**config.mk**
```make
export PLATFORM = sky130hd
export DESIGN_NAME = copro_dispatch
export DESIGN_NICKNAME = d
export VERILOG_FILES = /design/src/rtl/copro_pkg.sv /design/src/rtl/copro_timeout_ctr.sv /design/src/rtl/copro_dispatch.sv
export SDC_FILE = /design/constraint.sdc
export NUM_CORES = 1
export LEC_CHECK = 0
export ABC_AREA = 0
export CAP_MARGIN = 20
export CORE_MARGIN = 4
export CORE_UTILIZATION = 30
export DETAILED_ROUTE_END_ITERATION = 8
export GPL_ROUTABILITY_DRIVEN = 0
export PLACE_DENSITY = 0.57
export SETUP_SLACK_MARGIN = 0.05
export SYNTH_ARGS = -nofsm -noshare
export SYNTH_HDL_FRONTEND = slang
export SYNTH_SLANG_ARGS = --single-unit
```
**constraint.sdc**
```tcl
create_clock -name clk -period 3.1 [get_ports clk]
set_input_delay 0.31 -clock clk [delete_from_list [all_inputs] [get_ports clk]]
set_output_delay 0.31 -clock clk [all_outputs]
set_load 0.005 [all_outputs]
```
**src/rtl/copro_pkg.sv**
```systemverilog
// Shared types for the GCD/LCM coprocessor dispatch block.
package copro_pkg;

    typedef enum logic [2:0] {
        IDLE,
        ISSUE,
        WAIT,
        RESP,
        ZRESP,
        DRAIN
    } copro_state_t;

    localparam logic OP_GCD = 1'b0;
    localparam logic OP_LCM = 1'b1;

    // Default-width view of one request (DATA_W = 8, RD_W = 5).
    localparam int unsigned COPRO_DATA_W = 8;
    localparam int unsigned COPRO_RD_W   = 5;

    typedef struct packed {
        logic                    op;
        logic [COPRO_DATA_W-1:0] a;
        logic [COPRO_DATA_W-1:0] b;
        logic [COPRO_RD_W-1:0]   rd;
    } copro_req_t;

endpackage

```
**src/rtl/copro_timeout_ctr.sv**
```systemverilog
// WAIT-state watchdog: counts cycles without Done; expired marks the last
// permitted WAIT cycle (count == TIMEOUT_CYC - 1).
module copro_timeout_ctr #(
    parameter int unsigned TIMEOUT_CYC = 1023
) (
    input  logic clk,
    input  logic reset,
    input  logic clear,
    input  logic enable,
    output logic expired
);

    localparam int unsigned CW = $clog2(TIMEOUT_CYC + 1);

    logic [CW-1:0] cnt;

    assign expired = (cnt == CW'(TIMEOUT_CYC - 1));

    // Cycle counter: cleared on issue, advanced while waiting, saturates at expiry.
    always_ff @(posedge clk or negedge reset) begin
        if (!reset) begin
            cnt <= '0;
        end else if (clear) begin
            cnt <= '0;
        end else if (enable && !expired) begin
            cnt <= cnt + CW'(1);
        end
    end

endmodule

```
**src/rtl/copro_dispatch.sv**
```systemverilog
// Core-side initiator for the GCD/LCM coprocessor start/Done interface.
// Optional one-entry result cache enabled by defining COPRO_RESULT_CACHE_EN.
module copro_dispatch
    import copro_pkg::*;
#(
    parameter int unsigned DATA_W      = 8,
    parameter int unsigned RD_W        = 5,
    parameter int unsigned TIMEOUT_CYC = 1023
) (
    input  logic              clk,
    input  logic              reset,
    input  logic              req_valid,
    output logic              req_ready,
    input  logic              req_op,
    input  logic [DATA_W-1:0] req_a,
    input  logic [DATA_W-1:0] req_b,
    input  logic [RD_W-1:0]   req_rd,
    output logic              cp_start,
    output logic [DATA_W-1:0] cp_x0,
    output logic [DATA_W-1:0] cp_y0,
    output logic              cp_op,
    input  logic              cp_done,
    input  logic [DATA_W-1:0] cp_result,
    output logic              wb_valid,
    output logic [RD_W-1:0]   wb_rd,
    output logic [DATA_W-1:0] wb_data,
    output logic              wb_err,
    output logic              busy
);

    copro_state_t state, next_state;

    logic              op_q;
    logic [DATA_W-1:0] a_q, b_q;
    logic [RD_W-1:0]   rd_q;

    logic              accept;
    logic              zero_req;
    logic [DATA_W-1:0] zero_data;
    logic              cache_hit;
    logic [DATA_W-1:0] cache_data;

    logic tmr_clear, tmr_en, tmr_expired;

    assign req_ready = (state == IDLE);
    assign busy      = (state != IDLE);
    assign accept    = req_valid && req_ready;
    assign cp_start  = (state == ISSUE);

    // Operand latches double as the coprocessor operand bus, so they stay
    // stable from ISSUE through WAIT without separate output registers.
    assign cp_x0 = a_q;
    assign cp_y0 = b_q;
    assign cp_op = op_q;

    assign zero_req  = (req_a == '0) || (req_b == '0);
    assign zero_data = (req_op == OP_LCM) ? '0 : req_a + req_b;

`ifdef COPRO_RESULT_CACHE_EN
    logic              c_valid;
    logic              c_op;
    logic [DATA_W-1:0] c_a, c_b, c_res;

    assign cache_hit  = c_valid && (c_op == req_op) && (c_a == req_a) && (c_b == req_b);
    assign cache_data = c_res;

    // Result cache: refreshed from every successful coprocessor writeback.
    always_ff @(posedge clk or negedge reset) begin
        if (!reset) begin
            c_valid <= 1'b0;
            c_op    <= 1'b0;
            c_a     <= '0;
            c_b     <= '0;
            c_res   <= '0;
        end else if (state == RESP && !wb_err) begin
            c_valid <= 1'b1;
            c_op    <= op_q;
            c_a     <= a_q;
            c_b     <= b_q;
            c_res   <= wb_data;
        end
    end
`else
    assign cache_hit  = 1'b0;
    assign cache_data = '0;
`endif

    copro_timeout_ctr #(
        .TIMEOUT_CYC(TIMEOUT_CYC)
    ) u_timeout (
        .clk    (clk),
        .reset  (reset),
        .clear  (tmr_clear),
        .enable (tmr_en),
        .expired(tmr_expired)
    );

    // State register.
    always_ff @(posedge clk or negedge reset) begin
        if (!reset) begin
            state <= IDLE;
        end else begin
            state <= next_state;
        end
    end

    // Next-state and watchdog control.
    always_comb begin
        next_state = state;
        tmr_clear  = 1'b0;
        tmr_en     = 1'b0;
        case (state)
            IDLE: begin
                if (accept) begin
                    next_state = (zero_req || cache_hit) ? ZRESP : ISSUE;
                end
            end
            ISSUE: begin
                tmr_clear  = 1'b1;
                next_state = WAIT;
            end
            WAIT: begin
                if (cp_done || tmr_expired) begin
                    next_state = RESP;
                end else begin
                    tmr_en = 1'b1;
                end
            end
            RESP: begin
                next_state = cp_done ? DRAIN : IDLE;
            end
            ZRESP: begin
                next_state = IDLE;
            end
            DRAIN: begin
                if (!cp_done) begin
                    next_state = IDLE;
                end
            end
            default: begin
                next_state = IDLE;
            end
        endcase
    end

    // Request latch and writeback registers; writeback is loaded on the
    // transition into RESP/ZRESP so the pulse coincides with those states
    // and the data holds afterwards.
    always_ff @(posedge clk or negedge reset) begin
        if (!reset) begin
            op_q     <= 1'b0;
            a_q      <= '0;
            b_q      <= '0;
            rd_q     <= '0;
            wb_valid <= 1'b0;
            wb_rd    <= '0;
            wb_data  <= '0;
            wb_err   <= 1'b0;
        end else begin
            wb_valid <= 1'b0;
            if (accept) begin
                op_q <= req_op;
                a_q  <= req_a;
                b_q  <= req_b;
                rd_q <= req_rd;
            end
            if (state == IDLE && next_state == ZRESP) begin
                wb_valid <= 1'b1;
                wb_rd    <= req_rd;
                wb_data  <= cache_hit ? cache_data : zero_data;
                wb_err   <= 1'b0;
            end else if (state == WAIT && next_state == RESP) begin
                wb_valid <= 1'b1;
                wb_rd    <= rd_q;
                wb_data  <= cp_done ? cp_result : '0;
                wb_err   <= !cp_done;
            end
        end
    end

endmodule

```
==> run_results.csv <==
group,metric,value,unit
clocking,cts_resized,0,
yosys,synthMostInstantiatedCell,"nand2_1",
finish,layout.nets,389,
clocking,ctsHoldBuffers,0,
yosys,synthesis.area,2610,µm²
clocking,post_cts_buffers,0,
clocking,cts_num_sinks,50,
routing,met1Wirelength,3090,µm
timing,finalCritPeriodShare,0.726,
routing,viasPerCell,4.95,
finish,drive_gt1_frac,0.0809,
yosys,ys_ff_latch,50,
clocking,cts_made_buffers,5,
grt,grt_overflow_total,0,
placement,dp_slack,0.545,ns
worst_setup_path,worstSetupPathType,"input port to flop",
worst_setup_path,slowest_stage,"clkdlybuf4s50_1",
timing,period_minus_slack,2.25,ns
yosys,yosysTopAreaCellShare,0.480,
grt,antenna_found_initial,0,
worst_setup_path,timing.critical_path.mode_cell,"a21o_1",
worst_setup_path,rrSetupSlack,1.01,ns
pwr,p_per_area,754,nW/µm²
clocking,htree_levels,2,
routing,detail-route-antenna-nets,0,
clocking,cts_tree,"built",
status,outcome,"finished, final reports clean",
worst_setup_path,crit_path_end_kind,"flop",
flow_run,drv_cap,0,
timing,setup_violations,0,
timing,finalSetupTns,0,ns
yosys,mappedNetlistNets,317,
yosys,synth_top_cell_by_area,"dfrtp_1",
timing,setup_ws,0.849,ns
yosys,ys_warn_count,0,
clocking,cts_buffer_depth,2,
worst_setup_path,cp_max_fo,3,
routing,drt_first_iter_violations,76,
worst_setup_path,cp_data_required_time,3.29,ns
timing,max_slew_margin,0.525,
timing,tightest_slew,0.712,ns
clocking,clock_latency,0.31,ns
routing,dr.max_layer_used,"met4",
routing,wl_met2,3280,µm
floorplanning,core,8340,µm²
routing,routed_wl,6960,µm
timing,rsz0062_at_grt,"no",
grt,grt_pass1_wl,11400,µm
pwr,vdd_drop_max,0.344,mV
floorplanning,boundaryPins,69,
floorplanning,dieArea,10200,µm²
yosys,ys_seq_area_frac,0.480,
worst_setup_path,path_cells,"clkdlybuf4s50_1, ha_1, fa_1, a21o_1, a21o_1, xor2_1, a32o_1, mux2_4",
yosys,synth_cells,273,
clocking,cts_root_buf,"clkbuf_8",
grt,grt_max_degree,32,
floorplanning,die_x,101,µm
worst_setup_path,startpoint_type,"input port",
floorplanning,start_util,0.312,
yosys,synthFlopType,"dfrtp_1",
grt,grt_pass1_vias,2285,
yosys,synth_edf_count,0,
yosys,async_reset_ff_frac,1.00,
timing,clock-skew-final,0.0133,ns
floorplanning,die_h,101,µm
timing,hold_viol,0,
finish,multi_input_area,1280,µm²
hold_path,min_path_type,"input port to async pin",
placement,dp_hpwl,5310,µm
pwr,leakagePower,1.63,nW
timing,max_freq,0.444,GHz
worst_setup_path,arrival,2.44,ns
routing,wire_per_inst,15.4,µm
yosys,syn_area_per_cell,9.55,µm²
routing,dr_total_vias,2234,
yosys,yosysUniqueCellTypes,49,
finish,syn_to_final_growth,35.5,%
yosys,yosys-top-cells-area,"dfrtp_1, nand2_1, ha_1",
routing,drc_errors,0,
yosys,yosys-top-cells-count,"nand2_1, dfrtp_1, nand3_1, o21ai_1, xor2_1",
pwr,finalPower,2.66,mW
clocking,clk_pin_slew,0.10,ns
timing,drv_slew,0,
finish,n_fill_cell,842,
placement,port_buffers,68,
worst_setup_path,max_stage_delay,0.46,ns
routing,met3_length,553,µm
grt,grtUsageTotal,0.140,
finish,insertedDiodeCount,0,
finish,ff_latch_area,1250,µm²
routing,firstDrtPassIters,4,
floorplanning,rows,33,
==> cells by family after synthesis <==
family                     count (synthesis)  share of synthesized area
and+or+nand+nor                          134                      0.244
xor gates and xnor gates                  11                     0.0370
adders and majority gates                 10                     0.0509
DFF                                       50                      0.480
muxes                                     11                     0.0504
AOI/OAI and AO/OA                         40                      0.108
buffers and inverters                     17                     0.0288
==> flip-flops by register name, summed over array words and instances, names as in the netlist <==
name	flops
cp_op	1
cp_x0	8
cp_y0	8
rd_q	5
state	3
u_timeout.cnt	10
wb_data	8
wb_err	1
wb_rd	5
wb_valid	1
==> final cells by class <==
type / instances / area share
Tap cell: 105 / 0.0372
Inverter: 8 / 0.00992
Multi-Input combinational cell: 206 / 0.362
Clock inverter: 3 / 0.0128
Clock buffer: 5 / 0.0195
Sequential cell: 50 / 0.354
Timing Repair Buffer: 74 / 0.204
==> per-layer routing <==
| metal | global-route usage | vias up |
|---|---|---|
| li1 | - | 1095 |
| met1 | 0.179 | 1084 |
| met2 | 0.229 | 51 |
| met3 | 0.0537 | 4 |
| met4 | 0.0266 | 0 |
| met5 | 0 | - |
==> through the flow <==
| stage | area (µm²) | instances | hold WS [ns] | utilization |
|---|---|---|---|---|
| global route | 3530 | 451 | 0.0961 | 0.423 |
| global placement | 3420 | 443 | 0.415 | 0.410 |
| finish | 3530 | 451 | 0.0530 | 0.423 |
| detailed placement | 3420 | 443 | 0.419 | 0.410 |
| CTS | 3530 | 451 | 0.0780 | 0.423 |
| floorplan | 2610 | 273 | 0.0144 | - |
==> worst max-delay path, delay by kind of cell <==
kind                     cells  cell delay (ns)
buffers and inverters        1             0.46
XOR/XNOR                     1             0.17
adder cells (fa/ha/maj)      2             0.65
AO/OA/AOI/OAI                3             0.59
multiplexers                 1             0.25
==> power breakdown <==
part / switching [mW] / internal (mW) / total [mW] / leakage, nW
sequential: 0.161 / 0.897 / 1.06 / 0.642
clock: 0.229 / 0.240 / 0.469 / 0.0504
combinational: 0.500 / 0.637 / 1.14 / 0.939
total: 0.891 / 1.77 / 2.66 / 1.63
==> cell usage in the layout, fill, tap and decap left out, drive strengths merged, types with 4 or more instances in the layout <==
cell type / n
nand2: 81
clkdlybuf4s50: 67
dfrtp: 50
nand3: 13
o21ai: 12
xor2: 10
ha: 9
nor2: 8
inv: 7
buf: 7
mux2i: 6
nor4: 6
a21oi: 6
nand4: 5
clkbuf: 5
and2: 5
mux2: 5
and3: 4
a32o: 4
==> final timing paths <==
check / start / depth (start not counted) / to
setup / recovery: req_a[0] / 8 / wb_data[4]
hold / removal: reset / 1 / cp_y0[2]
setup reg to reg: state[0] / 6 / wb_data[7]
hold reg to reg: rd_q[4] / 2 / rd_q[4]
max in group asynchronous: reset / 2 / state[2]
min in group clk: rd_q[4] / 2 / rd_q[4]
(Power assumes the default switching activity.)
